`config.mk`:
```
export PLATFORM = sky130hd
export DESIGN_NAME = bus_arbiter_rr
export DESIGN_NICKNAME = d
export VERILOG_FILES = /design/src/rtl/bus_arbiter_rr.sv
export SDC_FILE = /design/constraint.sdc
export NUM_CORES = 1
export LEC_CHECK = 0
export CAP_MARGIN = 10
export CORE_MARGIN = 4
export CORE_UTILIZATION = 40
export DETAILED_ROUTE_END_ITERATION = 8
export PLACE_DENSITY = 0.74
export SYNTH_ARGS = -nofsm -noshare
export SYNTH_HDL_FRONTEND = slang
export SYNTH_SLANG_ARGS = --single-unit
```
`constraint.sdc`:
```
create_clock -name clk -period 5.1 [get_ports clk]
set_input_delay 1.02 -clock clk [delete_from_list [all_inputs] [get_ports clk]]
set_output_delay 1.02 -clock clk [all_outputs]
set_load 0.005 [all_outputs]
```
`src/rtl/bus_arbiter_rr.sv`:
```
// bus_arbiter_rr: shares one synchronous memory read port among NUM_CHANNELS
// requesters using a req/rdy four-phase handshake. The arbiter picks one
// winner per idle cycle, either round-robin or by fixed priority with ch0
// highest. It issues a one-cycle read strobe and captures the memory data
// READ_LATENCY cycles later. If the winning request has been withdrawn by
// then, the captured data is discarded.

module bus_arbiter_rr #(
    parameter int NUM_CHANNELS  = 4,
    parameter int ADDRESS_WIDTH = 8,
    parameter int DATA_WIDTH    = 8,
    parameter int READ_LATENCY  = 1,
    parameter int ROUND_ROBIN   = 1
) (
    input  logic                                 clk,
    input  logic                                 rst_n,
    input  logic [NUM_CHANNELS-1:0]              data_req,
    input  logic [NUM_CHANNELS*ADDRESS_WIDTH-1:0] data_addr,
    output logic [NUM_CHANNELS*DATA_WIDTH-1:0]    data,
    output logic [NUM_CHANNELS-1:0]              data_rdy,
    output logic [ADDRESS_WIDTH-1:0]             mem_data_addr,
    output logic                                 mem_rd_en,
    input  logic [DATA_WIDTH-1:0]                mem_data,
    output logic                                 busy
);

    // Channel index width; a single-bit index is kept even for tiny N.
    localparam int IDX_W = (NUM_CHANNELS > 1) ? $clog2(NUM_CHANNELS) : 1;
    // The latency counter only has to reach READ_LATENCY (at most 4).
    localparam int CNT_W = 3;

    localparam logic [IDX_W-1:0] LAST_IDX = IDX_W'(NUM_CHANNELS - 1);
    localparam logic [CNT_W-1:0] LAT_CNT  = CNT_W'(READ_LATENCY);
    localparam logic [CNT_W-1:0] CNT_ONE  = CNT_W'(1);

    typedef enum logic [0:0] {
        ST_IDLE = 1'b0,
        ST_READ = 1'b1
    } state_e;

    // ------------------------------------------------------------------
    // State and output registers
    // ------------------------------------------------------------------
    state_e                               state_q, state_d;
    logic [CNT_W-1:0]                     cnt_q, cnt_d;
    logic [IDX_W-1:0]                     grant_q, grant_d;
    logic [IDX_W-1:0]                     rr_ptr_q, rr_ptr_d;
    logic [ADDRESS_WIDTH-1:0]             mem_addr_q, mem_addr_d;
    logic                                 mem_rd_en_q, mem_rd_en_d;
    logic                                 busy_q, busy_d;
    logic [NUM_CHANNELS*DATA_WIDTH-1:0]   data_q, data_d;
    logic [NUM_CHANNELS-1:0]              data_rdy_q, data_rdy_d;

    // ------------------------------------------------------------------
    // Arbitration helpers
    // ------------------------------------------------------------------
    logic [NUM_CHANNELS-1:0]              eligible_s;
    logic                                 win_found_s;
    logic [IDX_W-1:0]                     win_idx_s;
    logic [IDX_W-1:0]                     scan_idx_s;
    logic                                 capture_s;

    // Winner selection: a channel is eligible while it requests and has not yet been served.
    always_comb begin
        eligible_s  = data_req & ~data_rdy_q;
        win_found_s = 1'b0;
        win_idx_s   = '0;
        scan_idx_s  = '0;
        if (ROUND_ROBIN != 0) begin
            // Scan starts one past the last winner and wraps, so the first hit is the winner.
            for (int off = 1; off <= NUM_CHANNELS; off++) begin
                scan_idx_s  = IDX_W'((int'(rr_ptr_q) + off) % NUM_CHANNELS);
                win_idx_s   = (!win_found_s && eligible_s[scan_idx_s]) ? scan_idx_s : win_idx_s;
                win_found_s = win_found_s | eligible_s[scan_idx_s];
            end
        end else begin
            // Descending scan: the last hit, which is the lowest eligible index, wins.
            for (int i = NUM_CHANNELS - 1; i >= 0; i--) begin
                win_idx_s = eligible_s[i] ? IDX_W'(i) : win_idx_s;
            end
            win_found_s = |eligible_s;
        end
    end

    // Control FSM next state: grant in IDLE, count out the memory latency in READ.
    always_comb begin
        state_d     = state_q;
        cnt_d       = cnt_q;
        grant_d     = grant_q;
        rr_ptr_d    = rr_ptr_q;
        mem_addr_d  = mem_addr_q;
        mem_rd_en_d = 1'b0;
        capture_s   = 1'b0;
        case (state_q)
            ST_IDLE: begin
                if (win_found_s) begin
                    grant_d     = win_idx_s;
                    rr_ptr_d    = (ROUND_ROBIN != 0) ? win_idx_s : rr_ptr_q;
                    mem_addr_d  = data_addr[int'(win_idx_s)*ADDRESS_WIDTH +: ADDRESS_WIDTH];
                    mem_rd_en_d = 1'b1;
                    cnt_d       = '0;
                    state_d     = ST_READ;
                end else begin
                    state_d     = ST_IDLE;
                end
            end
            ST_READ: begin
                if (cnt_q == LAT_CNT) begin
                    capture_s = 1'b1;
                    cnt_d     = '0;
                    state_d   = ST_IDLE;
                end else begin
                    cnt_d     = cnt_q + CNT_ONE;
                    state_d   = ST_READ;
                end
            end
            default: begin
                cnt_d   = '0;
                state_d = ST_IDLE;
            end
        endcase
        busy_d = (state_d != ST_IDLE);
    end

    // Per-channel data/ready next state: ready drops with the request, capture only if still requested.
    always_comb begin
        data_d     = data_q;
        data_rdy_d = '0;
        for (int i = 0; i < NUM_CHANNELS; i++) begin
            data_d[i*DATA_WIDTH +: DATA_WIDTH] =
                (capture_s && data_req[i] && (grant_q == IDX_W'(i))) ?
                mem_data : data_q[i*DATA_WIDTH +: DATA_WIDTH];
            data_rdy_d[i] = data_req[i] &
                            (data_rdy_q[i] | (capture_s & (grant_q == IDX_W'(i))));
        end
    end

    // Control registers; reset aborts any read in flight and points rr_ptr so ch0 wins first.
    always_ff @(posedge clk or negedge rst_n) begin
        if (!rst_n) begin
            state_q     <= ST_IDLE;
            cnt_q       <= '0;
            grant_q     <= '0;
            rr_ptr_q    <= LAST_IDX;
            mem_addr_q  <= '0;
            mem_rd_en_q <= 1'b0;
            busy_q      <= 1'b0;
        end else begin
            state_q     <= state_d;
            cnt_q       <= cnt_d;
            grant_q     <= grant_d;
            rr_ptr_q    <= rr_ptr_d;
            mem_addr_q  <= mem_addr_d;
            mem_rd_en_q <= mem_rd_en_d;
            busy_q      <= busy_d;
        end
    end

    // Channel data and ready registers.
    always_ff @(posedge clk or negedge rst_n) begin
        if (!rst_n) begin
            data_q     <= '0;
            data_rdy_q <= '0;
        end else begin
            data_q     <= data_d;
            data_rdy_q <= data_rdy_d;
        end
    end

    assign data          = data_q;
    assign data_rdy      = data_rdy_q;
    assign mem_data_addr = mem_addr_q;
    assign mem_rd_en     = mem_rd_en_q;
    assign busy          = busy_q;

endmodule

```
**Yosys cells after proc, flatten, opt, wreduce, memory -nomap -nowiden**

Cells that the tools add are included.

- Bits in registers: 53
- Input bits: 46
- Logic and storage cells: 81

- Shift operators: 1
- Magnitude comparators: 4
- Equality and inequality tests: 5
- Add/subtract/negate cells: 5
- Multiplexer cells: 21
- Reduce and logical (&&, ||, !) cells: 16
- Bitwise gates (word level): 18

Operator list:

| kind | number |
|---|---|
| variable part select 32 x 6 -> 8 bit | 1 |
| < comparator 2 x 3 -> 1 bit, second input constant | 4 |
| logical AND 1 bit | 11 |
| two-way mux 1 bit | 9 |
| AND 1 bit | 8 |
| binary-select mux 1 bit (select 2 bit) | 4 |
| two-way mux 2 bit | 4 |
| bitwise OR 1 bit | 7 |
| two-way mux 3 bit | 2 |
| case mux 3 bit (2 select lines) | 1 |
| adder 2 x 1 -> 2 bit, second input constant | 2 |
| adder 2 bit, second input constant | 2 |
| AND 4 bit | 1 |
| equality test 2 bit, second input constant | 2 |
| inverter 4 bit | 1 |
| adder 3 x 1 -> 3 bit, second input constant | 1 |
| equality test 3 x 1 -> 1 bit, second input constant | 1 |
| zero test 1 bit | 3 |
| equality test 2 x 1 -> 1 bit, second input constant | 1 |
| zero test 2 bit | 1 |
| != test 2 bit, second input constant | 1 |
| case mux 1 bit (2 select lines) | 1 |
| AND reduction 2 bit | 1 |
| inverter 1 bit | 1 |

**Logic depth before layout (Yosys ltp)**

- Depth after elaboration: 10
- Depth in mapped cells: 7
- Gate-level depth less buffers: 6

**Worst setup path before layout**

OpenSTA, ideal clock, no wires.

- Path kind: input -> register
- From: input data_req[2]
- To: register mem_addr_q[0], in the netlist mem_data_addr[0]
- Setup slack: 2.876 ns
- Cell stages on the path: 7
- Data arrival time: 2.092 ns
- Setup time: 0.132 ns
- Buffers on the path: 2
- Cells stage by stage: and2b_1 > a21oi_1 > a211oi_2 > buf_6 > buf_8 > mux2i_1 > o221ai_2

- Cells in the longest elaborated chain, start to end: 9

Ends and longest elaborated chain:

| element | RTL line | text |
|---|---|---|
| start: declaration | 17 | `input logic [NUM_CHANNELS-1:0] data_req,` |
| AND 4 bit (*) | 65 | `eligible_s = data_req & ~data_rdy_q;` |
| binary-select mux 1 bit (select 2 bit) | 73, 74 |  |
| two-way mux 1 bit (implied by the code) | 73, 74 |  |
| zero test 1 bit / bitwise OR 1 bit (equally long branches) | 73, 74 |  |
| logical AND 1 bit, or another cell as far along | 73 | `win_idx_s = (!win_found_s && eligible_s[scan_idx_s]) ? scan_idx_s : win_idx_s;` |
| two-way mux 2 bit, or another cell as far along | 73 |  |
| two-way mux 2 bit / logical AND 1 bit (equally long branches) | 73 |  |
| two-way mux 2 bit | 73 |  |
| variable part select 32 x 6 -> 8 bit | 99 | `mem_addr_d = data_addr[int'(win_idx_s)*ADDRESS_WIDTH +: ADDRESS_WIDTH];` |
| end signal: assignment | 153 | `mem_addr_q <= mem_addr_d;` |
| end: declaration | 48 | `logic [ADDRESS_WIDTH-1:0] mem_addr_q, mem_addr_d;` |

Every way passes the cells marked *; elsewhere a longest branch is shown, timed or not. The select of a mux whose other input is x is not followed.
A chain may end at the register's enable or synchronous reset.

**Worst setup path after layout**

- From: input data_req[3]
- To: register mem_addr_q[6], in the netlist mem_data_addr[6]

The elaborated chain is that of the path after synthesis.

==> results.cfg <==
[die]
std_cell_rows = 27
die_w_um = 85.40
io_pins = 92
dieHeight_um = 85.40
dieArea_mm2 = 0.007292
core_area_mm2 = 0.005642
initial_utilization_pct = 42.47

[detailed_routing]
via_count = 1748
avgViaCountPerCell = 5.126
routed_wirelength_mm = 5.720
firstDrtPassIters = 4
first_iter_violations = 46
drcViolationCount = 0
wire_per_inst_um = 16.77
ant_nets = 0

[sta]
fin_ws_ns = 1.999
finalSetupTns_ns = 0
setup_violations = 0
clock.fmax_mhz = 322.5
rsz0062_at_grt = false
period_share_pct = 60.80
holdWs_ns = 0.5006
clock_skew_ns = 0.009478
finalCriticalPeriod_ns = 3.101
max_slew_margin_pct = 25.84
slew_viol_final = 0
finalHoldViolations = 0
worstMarginPinSlew_ns = 1.109

[synth]
ys_types = 35
netlist.area_leader.share_pct = 53.26
synthesis.area_mm2 = 0.002396
async_flop_share_pct = 100.0
synth_flop_cell = dfrtp_1
syn_avg_cell_area_um2 = 13.69
yosysWarnings = 0
netlist_instances = 175
synthTopCellsByArea = dfrtp_1 53%, mux2_2 15%, mux2i_1 6.7%, o221ai_2 5.0%, nand2_1 3.3%
syn_nets = 221
ys_seq_area_share_pct = 55.46
synth_edf_count = 0
ys_seq_elements = 53
yosys.area.top_type = dfrtp_1

[finish]
syn2layout_area_growth_pct = 44.96
antenna_cells = 0
layout.nets = 314
drive_gt1_share_pct = 22.30
utilization_pct = 61.57

[run]
maxCapViolCount = 0

[global_routing]
met3_usage_pct = 5.728
grt_util_met1_pct = 21.56
grt_max_degree = 54
grt_pass1_vias = 1847
grt.total_usage_pct = 16.94
antenna_found_initial = 0
overflow = 0
grt.met2_usage_pct = 27.26
grt_pass1_wl_mm = 9.742
busiest_layer = met2

[clock_tree]
numCtsBuffers = 5
cts_resized = 0
cts_root_buf = clkbuf_8
clockBufferDepth = 2
clk_pin_slew_ns = 0.10
hold_buffers = 0
clock_latency_ns = 0.30
postCtsSetupRepairBufs = 0
clock-sinks = 53
htree_levels = 2
cts_tree = done

[placement]
port_buffers = 91
pre_cts_ws_ns = 1.638
place.gp.congestion = 0.7644
hpwlAfterDp_mm = 4.274

[status]
outcome = completed

[setup_path]
critPathRequiredTime_ns = 5.28
worstSetupEndpointType = flop
path_class = in -> reg
r2r_setup_slack_ns = 2.75
crit_path_start_kind = input pin
crit_arrival_ns = 3.28
crit_fanout = 17

[power_and_ir_drop]
power.density_mw_per_mm2 = 559.8
leakage_uw = 0.001513
ir_drop_mv = 0.2991

[hold_path]
hold_class = reg -> reg
-- path summary, 6_finish.rpt --
check                                  from                to  depth (start not counted)
setup / recovery                data_req[3]  mem_data_addr[6]                          6
hold / removal             mem_data_addr[3]  mem_data_addr[3]                          2
min in group asynchronous             rst_n          data[24]                          2
max in group asynchronous             rst_n          data[23]                          2
hold reg to reg            mem_data_addr[3]  mem_data_addr[3]                          2
setup reg to reg                rr_ptr_q[1]  mem_data_addr[6]                          4
-- metrics by stage --
step	cells	power, uW	instance area [um^2]
5_1_grt	341	2085	3473
2_1_floorplan	175	1197	2396
4_1_cts	341	1972	3473
3_3_place_gp	333	1655	3353
6_report	341	1944	3473
3_5_place_dp	333	1671	3353
-- cell type report --
class	instances	area, um^2
repair buffers	92	913.4
fillers	469	2168
clock buffers	6	82.58
inverters	3	11.26
flip-flops and latches	53	1329
multi-input cells	113	1010
well taps	72	90.09
clock inverters	2	37.54
-- synthesized netlist by cell type (2+ instances only) --
library cell  number
buf_4              3
o21a_1             3
dfstp_2            2
mux2i_1           16
a21oi_1            3
nor2_1             2
o221ai_2           8
or2_1              2
dfrtp_1           51
and2b_1            2
nand2b_1           2
nand2_1           21
inv_1              3
mux2_2            32
nor2b_1            2
nand3b_1           2
a21o_1             3
-- critical path, stage by stage --
cell and delay, ns:
clkdlybuf4s50_1 0.53, and2b_1 0.20, a21oi_1 0.09, a211oi_4 0.91
mux2i_1 0.37, o221ai_2 0.14
-- power by group --
part | leakage, uW | total [uW] | internal (uW) | switching [uW]
sequential | 0.000656 | 746 | 620 | 126
clock | 0.0000574 | 294 | 160 | 134
combinational | 0.000799 | 905 | 566 | 338
-- placed cells by master (no fill, tap or decap), drive strengths merged --
cell type / instances
a2111oi: 1
and2b: 2
and4b: 1
mux2: 32
o21ai: 1
dfstp: 2
or2: 2
nand2: 22
nand3: 1
a21oi: 3
nand3b: 2
nand2b: 2
a21o: 3
a211oi: 1
and4bb: 1
nand4: 1
o21a: 3
buf: 2
a22oi: 1
o22ai: 1
o31ai: 1
clkdlybuf4s50: 90
inv: 3
bufinv: 1
nor2: 2
dfrtp: 51
o221ai: 9
nand4b: 1
clkbuf: 6
nor2b: 3
mux2i: 16
clkinvlp: 1
nor3: 1
-- logic make-up after synthesis --
group                  Yosys count  share of synthesized area [%]
DFF                             53                          55.46
muxes                           48                          21.72
and+or+nand+nor                 41                          9.973
AOI/OAI and AO/OA               24                          10.13
buffers and inverters            9                          2.715
-- sequential cells by signal, summed over array words and instances, names as in the netlist --
register and count:
busy 1, cnt_q 3, mem_rd_en 1, data_rdy 4, mem_data_addr 8, grant_q 2, data 32, rr_ptr_q 2
-- routing by layer --
metal	up-vias	share of wire, %
met2	47	50
met1	875	42
met4	0	1.0
met3	6	6.2
met5	-	0
li1	820	-
(Power assumes the default switching activity.)
